## src/rtl/divsu.sv

```systemverilog
// divsu: fixed-point restoring divider, signed or unsigned per operation.
// Fixed latency of WIDTH+FBITS+2 cycles for every non-zero divisor.
module divsu #(
  parameter int WIDTH = 32,
  parameter int FBITS = 16
) (
  input  logic             clk,
  input  logic             rst,
  input  logic             start,
  input  logic             sgn,
  input  logic [WIDTH-1:0] a,
  input  logic [WIDTH-1:0] b,
  output logic             busy,
  output logic             done,
  output logic             valid,
  output logic             dbz,
  output logic             ovf,
  output logic [WIDTH-1:0] val
);

  localparam int ITER_N = WIDTH + FBITS;
  localparam int CW     = $clog2(ITER_N + 1);
  localparam int EW     = ITER_N + 1;

  localparam logic [EW-1:0] LIM_U = EW'(1) << WIDTH;
  localparam logic [EW-1:0] LIM_N = EW'(1) << (WIDTH - 1);
  localparam logic [EW-1:0] LIM_P = LIM_N - EW'(1);

  typedef enum logic [1:0] {
    S_IDLE,
    S_SETUP,
    S_ITER
  } state_t;

  state_t r_state, w_next;

  logic [WIDTH-1:0]  r_a, r_b, r_d, r_val;
  logic              r_sgn, r_neg;
  logic              r_done, r_valid, r_dbz, r_ovf;
  logic [ITER_N-1:0] r_q;
  logic [WIDTH:0]    r_acc;
  logic [CW-1:0]     r_cnt;

  logic              w_accept, w_zero, w_ge, w_ovf, w_last;
  logic [WIDTH-1:0]  w_ma, w_mb, w_mag, w_res;
  logic [WIDTH:0]    w_sh, w_acc_n;
  logic [ITER_N-1:0] w_q_n;
  logic [EW-1:0]     w_qe;

  assign w_accept = start && (r_state == S_IDLE);
  assign w_zero   = (b == '0);
  assign w_last   = (r_cnt == '0);

  assign w_ma = (r_sgn && r_a[WIDTH-1]) ? -r_a : r_a;
  assign w_mb = (r_sgn && r_b[WIDTH-1]) ? -r_b : r_b;

  // One restoring step: shift in the next dividend bit, subtract if it fits
  assign w_sh    = (r_acc << 1) | {{WIDTH{1'b0}}, r_q[ITER_N-1]};
  assign w_ge    = (w_sh >= {1'b0, r_d});
  assign w_acc_n = w_ge ? (w_sh - {1'b0, r_d}) : w_sh;
  assign w_q_n   = {r_q[ITER_N-2:0], w_ge};

  assign w_qe  = {1'b0, w_q_n};
  assign w_ovf = r_sgn ? (r_neg ? (w_qe > LIM_N) : (w_qe > LIM_P))
                       : (w_qe >= LIM_U);
  assign w_mag = w_q_n[WIDTH-1:0];
  assign w_res = r_neg ? -w_mag : w_mag;

  always_ff @(posedge clk) begin
    if (rst) r_state <= S_IDLE;
    else     r_state <= w_next;
  end

  always_comb begin
    w_next = r_state;
    busy   = 1'b1;
    unique case (r_state)
      S_IDLE: begin
        busy = 1'b0;
        if (w_accept && !w_zero) w_next = S_SETUP;
      end
      S_SETUP: w_next = S_ITER;
      S_ITER:  if (w_last) w_next = S_IDLE;
      default: w_next = S_IDLE;
    endcase
  end

  always_ff @(posedge clk) begin
    if (rst) begin
      r_a     <= '0;
      r_b     <= '0;
      r_d     <= '0;
      r_sgn   <= 1'b0;
      r_neg   <= 1'b0;
      r_q     <= '0;
      r_acc   <= '0;
      r_cnt   <= '0;
      r_done  <= 1'b0;
      r_valid <= 1'b0;
      r_dbz   <= 1'b0;
      r_ovf   <= 1'b0;
      r_val   <= '0;
    end else begin
      r_done <= 1'b0;
      if (w_accept) begin
        r_a     <= a;
        r_b     <= b;
        r_sgn   <= sgn;
        r_valid <= 1'b0;
        r_ovf   <= 1'b0;
        r_val   <= '0;
        r_dbz   <= w_zero;
        r_done  <= w_zero;
      end
      if (r_state == S_SETUP) begin
        r_d   <= w_mb;
        r_q   <= ITER_N'(w_ma) << FBITS;
        r_acc <= '0;
        r_neg <= r_sgn && (r_a[WIDTH-1] ^ r_b[WIDTH-1]);
        r_cnt <= CW'(ITER_N - 1);
      end
      if (r_state == S_ITER) begin
        r_acc <= w_acc_n;
        r_q   <= w_q_n;
        r_cnt <= r_cnt - CW'(1);
        // Last step: range check and sign fix fold into the final edge
        if (w_last) begin
          r_done  <= 1'b1;
          r_ovf   <= w_ovf;
          r_valid <= !w_ovf;
          r_val   <= w_ovf ? '0 : w_res;
        end
      end
    end
  end

  assign done  = r_done;
  assign valid = r_valid;
  assign dbz   = r_dbz;
  assign ovf   = r_ovf;
  assign val   = r_val;

endmodule
```

## config.mk

```make
export PLATFORM = sky130hd
export DESIGN_NAME = divsu
export DESIGN_NICKNAME = d
export VERILOG_FILES = /design/src/rtl/divsu.sv
export SDC_FILE = /design/constraint.sdc
export NUM_CORES = 1
export LEC_CHECK = 0
export BUFFER_PORTS_ARGS = -buffer_cell sky130_fd_sc_hd__buf_2
export CORE_AREA = 2 2 125 175
export CTS_CLUSTER_SIZE = 8
export DETAILED_ROUTE_END_ITERATION = 10
export DIE_AREA = 0 0 127 177
export GPL_TIMING_DRIVEN = 0
export PLACE_DENSITY = 0.83
export SLEW_MARGIN = 20
export SYNTH_ARGS = -nofsm -noshare
export SYNTH_HDL_FRONTEND = slang
export SYNTH_SLANG_ARGS = --single-unit
```

## constraint.sdc

```tcl
create_clock -name clk -period 4.1 [get_ports clk]
set_clock_uncertainty 0.1 [all_clocks]
set_input_delay 0.41 -clock clk [delete_from_list [all_inputs] [get_ports clk]]
set_output_delay 0.41 -clock clk [all_outputs]
set_load 0.005 [all_outputs]
```

Word level (Yosys, flattened, before mapping) --
Cells that the tools add are included.
Cells by class: $lt $le $gt $ge 4, bitwise gates (word level) 2, equal/unequal tests 4, add/subtract/negate cells 5, multiplexer cells 29, reduce and logical (&&, ||, !) cells 12
Operators by type and width (count):
- two-way mux 32 bit | 10
- two-way mux 48 bit | 2
- negation 32 bit | 3
- >= comparator 48 x 33 -> 1 bit, second input constant | 1
- greater-than comparator 48 x 31 -> 1 bit, second input constant | 1
- greater-than comparator 48 x 32 -> 1 bit, second input constant | 1
- >= comparator 33 x 32 -> 1 bit | 1
- OR 33 x 1 -> 33 bit | 1
- logical NOT 32 bit | 1
- subtractor 32 bit | 1
- two-way mux 1 bit | 12
- two-way mux 6 bit | 2
- logical NOT 6 bit | 1
- one-hot mux 2 bit (3 select lines) | 1
- subtractor 6 x 1 -> 6 bit, second input constant | 1
- logical AND 1 bit | 5
- two-way mux 2 bit | 2
- equality test 2 x 1 -> 1 bit, second input constant | 1
- equality test 2 bit, second input constant | 1
- logical NOT 1 bit | 2
- logical NOT 2 bit | 1
- inequality test 2 x 1 -> 1 bit, second input constant | 1
- inequality test 2 bit, second input constant | 1
- AND reduction 2 bit | 1
- 2 further kinds | 2
Storage, ports and cells: output and inout bits 37, input bits 68, register bits after elaboration 222

Logic depth before layout (Yosys ltp) --
Gate-level depths: netlist (run 1).
depth after elaboration 8, mapped depth 21

Worst setup path after synthesis (run 1) --
No wires, ideal clock.
path type register to register, start point register r_d[10], end point register r_val[25] (netlist: val[25]), slack 326 ps, data arrival time 3605 ps, library setup time 69 ps, clock period less this slack 3774 ps, stages on the path, launching flop included 22, data required time 3931 ps, cells stage by stage dfxtp_1 > inv_1 > ha_1 > buf_2 > and4_1 > and2_0 > a221o_1 > o21ai_1 > nand3_2 > buf_6 > inv_2 > buf_6 > buf_2 > ha_1 > nand3_2 > nor3_1 > nand2_1 > o211ai_2 > nor3b_4 > nand2_4 > buf_6 > o21ai_1
Between the ends: word-level cells in the longest chain between the ends 7, elaborated cells between the ends (all ways) 11, those cells by class add/sub (1); order compare (4); mux (6)
Ends and longest elaborated chain:
- from (decl) | RTL line 37 | logic [WIDTH-1:0] r_a, r_b, r_d, r_val;
- from (signal assigned) | RTL line 116 | r_d <= w_mb;
- >= comparator 33 x 32 -> 1 bit * | RTL line 59 | assign w_ge = (w_sh >= {1'b0, r_d});
- greater-than comparator 48 x 31 -> 1 bit / greater-than comparator 48 x 32 -> 1 bit (equally long branches) | RTL line 64 | assign w_ovf = r_sgn ? (r_neg ? (w_qe > LIM_N) : (w_qe > LIM_P))
- two-way mux 1 bit (2 in a row) | RTL line 64
- two-way mux 32 bit * | RTL line 131 | r_val <= w_ovf ? '0 : w_res;
- two-way mux 32 bit * | RTL line 127 | if (w_last) begin
- two-way mux 32 bit * | RTL line 122 | if (r_state == S_ITER) begin
- to (signal assigned) | RTL line 131
- to (decl) | RTL line 37
Mark *: on every way between the ends. The rest lies on a longest branch, timed or not. A chain may end at the register's enable or synchronous reset.

Worst setup path in the final report (run 1) --
start point register r_d[10], end point register r_val[8] (netlist: val[8])
The elaborated chain is that of the path after synthesis.

==> results of run 1 <==
-- layout by cell type, fill, tap and decap left out, drive strengths merged, types with 11 or more instances in the layout --
master,Yosys,final
o21ai,118,118
inv,64,65
nor3,21,21
dlygate4sd3,0,22
nand2,266,266
a211oi,35,35
xnor2,57,57
a21oi,156,156
nand4,11,11
nor4,26,26
or3,15,15
and2,12,12
a32oi,16,16
nand3,29,29
o31ai,23,23
buf,32,138
dfxtp,222,222
mux2i,35,35
ha,41,41
clkbuf,70,103
a22oi,15,15
o41ai,14,14
xor2,52,52
nor2,132,132
-- power groups by stage --
stage / Sequential (mW) / Combinational (mW) / Clock, mW
floorplan: 2.65 / 2.40 / 0
global placement: 2.72 / 3.12 / 0
detailed placement: 2.73 / 3.18 / 0
CTS: 2.69 / 3.24 / 2.24
global route: 2.73 / 3.64 / 2.33
finish: 2.70 / 3.34 / 2.22
-- state kept, by name, summed over array words and instances (netlist names), 2 cells and up --
register and flops:
r_d 32, r_a 32, val 32, r_cnt 6, r_state 2, r_q 48
r_b 32, r_acc 32
-- final cells by class --
cell class,count,area (µm²),share of cell area
Multi-Input combinational cell,1187,7272,0.5081
Sequential cell,222,4444,0.3105
Clock buffer,32,789.5,0.05516
Timing Repair Buffer,131,782.0,0.05464
Buffer,100,450.4,0.03147
Tap cell,260,325.3,0.02273
Inverter,64,240.2,0.01678
Clock inverter,1,8.758,0.0006119
-- logic make-up after synthesis --
family,share of synthesized area
simple gates,0.2122
flops,0.3595
fa+ha+maj,0.04312
buf+inv,0.05597
compound gates,0.2236
mux,0.02834
xor+xnor,0.07723
-- worst register-to-register path, delay by kind of cell (launching register included) --
family | cells | cell delay [ns]
compound gates | 6 | 1.22
buf+inv | 7 | 0.97
simple gates | 6 | 0.84
fa+ha+maj | 2 | 0.45
flops | 1 | 0.33
-- what timing repair did --
| item | CTS | global route |
|---|---|---|
| pin swaps | 0 | 3 |
| gates resized for setup | 4 | 11 |
| endpoints found under the hold margin | 22 | 0 |
| hold buffers | 22 | 0 |
| setup buffers | 2 | 3 |
| setup endpoints to repair | 34 | 34 |
-- worst min path at each step --
| stage | end | cells after the start |
|---|---|---|
| 3_5_place_dp | val[31] | 2 |
| 6_report | r_a[5] | 3 |
| 4_1_cts | r_a[5] | 3 |
| 2_1_floorplan | r_acc[15] | 2 |
| 5_1_grt | r_a[0] | 3 |
| 3_3_place_gp | val[21] | 2 |
-- routing by layer --
| metal | share of wire | up-vias | GRT usage |
|---|---|---|---|
| li1 | - | 5846 | - |
| met1 | 0.36 | 5784 | 0.3430 |
| met2 | 0.49 | 494 | 0.5820 |
| met3 | 0.053 | 194 | 0.04232 |
| met4 | 0.095 | 2 | 0.2711 |
| met5 | 0.00035 | - | 0 |
==> impl_metrics.tcl, run 1 <==
set metrics [dict create \
    critPathLaunchType "register" \
    first_iter_violations 803 \
    synthTopCellsByCount "265 x nand2_1, 222 x dfxtp_1, 156 x a21oi_1" \
    reg2reg_slack_ns 0.14 \
    async_flop_share 0 \
    synth_edf_count 0 \
    critPathMaxStageDelay_ns 0.42 \
    slew_headroom 0.4851 \
    start_util 0.5896 \
    whs_ns -0.0009078 \
    endpoint "val[8]" \
    num_io_pins 105 \
    critical_path_class "register to register" \
    layout.cells.non_filler 1997 \
    clkPwrFrac 0.269 \
    p_sw_frac 0.3984 \
    dp.cells 1939 \
    die_w_um 127 \
    ant_nets 0 \
    antenna_found_initial 1 \
    io_buffers 104 \
    vias 12320 \
    yosysTopAreaCell "dfxtp_1" \
    drc_errors 0 \
    first_global_vias 11930 \
    cts_tree "done" \
    p_comb_frac 0.404 \
    required_ns 4.48 \
    path_cells "inv_1 > ha_1 > clkbuf_4 > a211oi_2 > o21ai_1 > a221o_1 > o21ai_2 > nand3_2 > buf_6 > inv_2 > buf_12 > ha_4 > nand3_4 > nor3_4 > nand2_2 > o211ai_2 > nor3b_4 > buf_6 > buf_6 > a22oi_1 > nor2_1" \
    antenna_cells 0 \
    stdcell_area_um2 14310 \
    vias_per_cell 6.169 \
    crit_start "r_d[10]" \
    ys_seq_area_frac 0.3595 \
    cp.arrival_ns 4.34 \
    crit_slowest_cell "a221o_1" \
    reg2reg_from "r_d[10]" \
    fmax_ghz 0.2524 \
    die_h_um 177 \
    outcome "finished with violations" \
    routedWlPerCell_um 18.80 \
    power_mw 8.263 \
    ys_ff_latch 222 \
    critPathBufInv 7 \
    finalWirelength_um 37540 \
    dr.pass1.iters 5 \
    yosys_warnings 0 \
    yosysUniqueCellTypes 76 \
    hp-class "input pin to register" \
    leakagePower_nw 5.571 \
    min_from "a[5]" \
    syn_area_um2 12360 \
    drive_gt1_frac 0.1180 \
    setup_ws_ns 0.1382 \
    placed_area_um2 13210 \
    die_area_um2 22480 \
    n_fill_cell 1720 \
    synth_nets 1685 \
    power_density_nw_per_um2 577.3 \
    period_needed_ns 3.962 \
    synthCells 1575 \
    synth_top_cell_area_share 0.3595 \
    worst_r2r_path_depth 21 \
    final_core_util 0.6826 \
    grt_max_degree 20 \
    routabilityCongestion 0.9593 \
    clock_latency_ns 0.56 \
    cts_sinks 222 \
    clock_path_buffers 3 \
    seqPwrFrac 0.327 \
    cp.depth 21 \
    p_int_mw 4.971 \
    fin_nets 1847 \
    grt_pass1_wl_um 59120 \
    cts_made_buffers 31 \
    setup_viol 0 \
    path_clk_slew_ns 0.05 \
    grt.overflow.total 0 \
    r2r_end "val[8]" \
    ir_drop_mv 0.3807 \
    tns_ns 0 \
    crit_top_cell "buf_6" \
    synth_area_per_cell_um2 7.849 \
    synth_most_common_cell "nand2_1" \
    place.detailed.hpwl_um 27790 \
    post-place-ws_ns -0.5624 \
    rsz0062_at_grt "yes" \
    core_um2 20970 \
    drv_slew 0 \
    track_usage 0.3279 \
    ys_top_cells_by_area "dfxtp_1 36%, nand2_1 8.0%, a21oi_1 6.3%" \
    h-tree-depth 1 \
    path_max_fanout 10 \
    cts_root_buf "clkbuf_16" \
    crit_family "compound AO/OA/AOI/OAI gates" \
    drv_cap 0 \
    ys.flop_type "dfxtp_1" \
    hold_viol 1 \
    num_rows 63 \
    worstMarginPinSlew_ns 0.7723 \
    p_sw_mw 3.292 \
    end_kind "register" \
    violations "hold timing" \
    post-route-period-util 0.9663 \
    syn2layout_area_growth_pct 15.78 \
]
Power figures use the tool's default switching activity.
==> run 2: changes to the inputs <==
CORE_AREA = 2 2 130 183   (was 2 2 125 175)
DIE_AREA = 0 0 132 185   (was 0 0 127 177)
PLACE_DENSITY = 0.8   (was 0.83)
clock period = 3.28 ns   (was 4.1 ns; I/O delays follow)
==> impl_metrics.tcl, run 2 (synthesized netlist as in run 1, its figures left out) <==
set metrics [dict create \
    outcome "finished with violations" \
    violations "setup timing" \
    critPathMaxStageDelay_ns 0.41 \
    fin_nets 1913 \
    rsz0062_at_grt "yes" \
    grt_pass1_wl_um 64310 \
    crit_top_cell "buf_4" \
    crit_slowest_cell "ha_1" \
    hp-class "input pin to register" \
    die_w_um 132 \
    largest_reg_flops 48 \
    worstMarginPinSlew_ns 1.077 \
    power_mw 10.98 \
    cp.arrival_ns 3.83 \
    p_comb_frac 0.435 \
    p_sw_frac 0.4009 \
    ir_drop_mv 0.5853 \
    cts_tree "done" \
    final_common_cell "nand2_1" \
    path_cells "inv_1 > ha_1 > a21o_1 > a21oi_2 > a211oi_2 > o21ai_2 > nand3_2 > buf_8 > clkinv_4 > ha_4 > nand3_4 > buf_4 > buf_4 > or2_2 > o31ai_2 > xor2_1 > o21ai_1" \
    path_max_fanout 6 \
    vias 12870 \
    p_int_mw 6.580 \
    drv_slew 0 \
    largest_register "r_q" \
    critPathLaunchType "register" \
    clock_path_buffers 3 \
    track_usage 0.3256 \
    ant_nets 0 \
    period_needed_ns 3.511 \
    leakagePower_nw 5.961 \
    finalWirelength_um 41380 \
    drv_cap 0 \
    p_sw_mw 4.404 \
    routedWlPerCell_um 19.62 \
    min_from "start" \
    first_iter_violations 1110 \
    seqPwrFrac 0.309 \
    vias_per_cell 6.103 \
    syn2layout_area_growth_pct 25.90 \
    io_buffers 104 \
    path_clk_slew_ns 0.06 \
    drive_gt1_frac 0.1758 \
    core_um2 22870 \
    post-route-period-util 1.070 \
    reg2reg_slack_ns -0.23 \
    worst_r2r_path_depth 17 \
    cts_sinks 222 \
    setup_ws_ns -0.2310 \
    fmax_ghz 0.2848 \
    r2r_end "val[22]" \
    grt_max_degree 19 \
    required_ns 3.59 \
    drc_errors 0 \
    setup_viol 34 \
    slew_headroom 0.2817 \
    final_core_util 0.6804 \
    antenna_cells 0 \
    num_io_pins 105 \
    cts_made_buffers 31 \
    routabilityCongestion 0.9311 \
    hold_depth 5 \
    start_util 0.5404 \
    dr.pass1.iters 5 \
    num_rows 66 \
    clkPwrFrac 0.255 \
    grt.overflow.total 0 \
    hold_viol 0 \
    antenna_found_initial 1 \
    whs_endpoint "r_state[1]" \
    cts_root_buf "clkbuf_16" \
    final_cell_mix "265 x nand2_1, 207 x dfxtp_1, 155 x a21oi_1" \
    die_area_um2 24420 \
    die_h_um 185 \
    reg2reg_from "r_d[3]" \
    h-tree-depth 1 \
    post-place-ws_ns -1.080 \
    end_kind "register" \
    first_global_vias 12820 \
    critical_path_class "register to register" \
    place.detailed.hpwl_um 28260 \
    crit_start "r_d[3]" \
    power_density_nw_per_um2 705.8 \
    clock_latency_ns 0.56 \
]
run 2: changes by cell type in the layout (fill, tap and decap cells not counted), moves of 7 or more:
cell,before,now
dlygate4sd3_1,22,65
ha_1,40,20
buf_4,9,28
o21ai_2,2,20
ha_4,1,17
dfxtp_1,222,207
o21ai_1,47,32
dfxtp_2,0,14
a22oi_1,15,6
a22oi_2,0,9
buf_6,4,11
run 2: repair_timing:
action | in CTS | in global routing
setup buffers | 20 | 11
endpoints found under the hold margin | 65 | 0
pin swaps | 35 | 33
gates cloned | 2 | 0
hold buffers | 65 | 0
setup endpoints to repair | 34 | 36
resized for setup | 64 | 71
run 2: per-layer routing:
layer / routed length (µm) / track usage
met5: 0 / 0
met4: 3858 / 0.2757
met3: 2582 / 0.05391
met2: 20570 / 0.5873
met1: 14360 / 0.3273
run 2: worst max path at each step:
stage | slack (ns) | to | cells after the start
after detailed placement | -1.08 | val[4] | 21
after global placement | -1.03 | val[26] | 21
after global routing | -0.29 | val[5] | 19
after CTS | -0.26 | val[4] | 22
final | -0.23 | val[22] | 17
after floorplan | -0.32 | val[25] | 21
run 2: power groups by stage:
stage	Combinational [mW]	Clock, mW	Sequential, mW
floorplan	3.04	0	3.32
detailed placement	4.01	0	3.41
CTS	4.43	2.81	3.37
global placement	3.93	0	3.40
global route	5.17	2.93	3.43
finish	4.78	2.80	3.40
run 2: final cells by class:
class                      count  area [µm²]
multi-input combinational   1187        7759
fill                        1832        7311
sequential                   222        4466
timing repair buffer         202        1474
clock buffer                  32       789.5
buffer                        95       436.7
tap                          306       382.9
inverter                      64       247.7
clock inverter                 1       8.758
run 2: per-stage QoR:
| step | cell area (µm²) | hold slack, ns | cells | setup TNS, ns |
|---|---|---|---|---|
| floorplan | 12420 | 0.3389 | 1575 | -8.467 |
| global placement | 13320 | 0.3381 | 1985 | -32.00 |
| detailed placement | 13320 | 0.3413 | 1985 | -33.17 |
| CTS | 15260 | 0.1629 | 2103 | -6.781 |
| global route | 15560 | 0.2034 | 2109 | -8.351 |
| finish | 15560 | 0.1847 | 2109 | -5.149 |
run 2: worst max-delay path: cells and delay by family (launching register included):
kind	cells	cell delay (ns)
AOI/OAI and AO/OA	6	1.05
buffers and inverters	5	0.62
adders and majority gates	2	0.54
xor gates and xnor gates	1	0.23
and+or+nand+nor	3	0.49
DFF	1	0.34
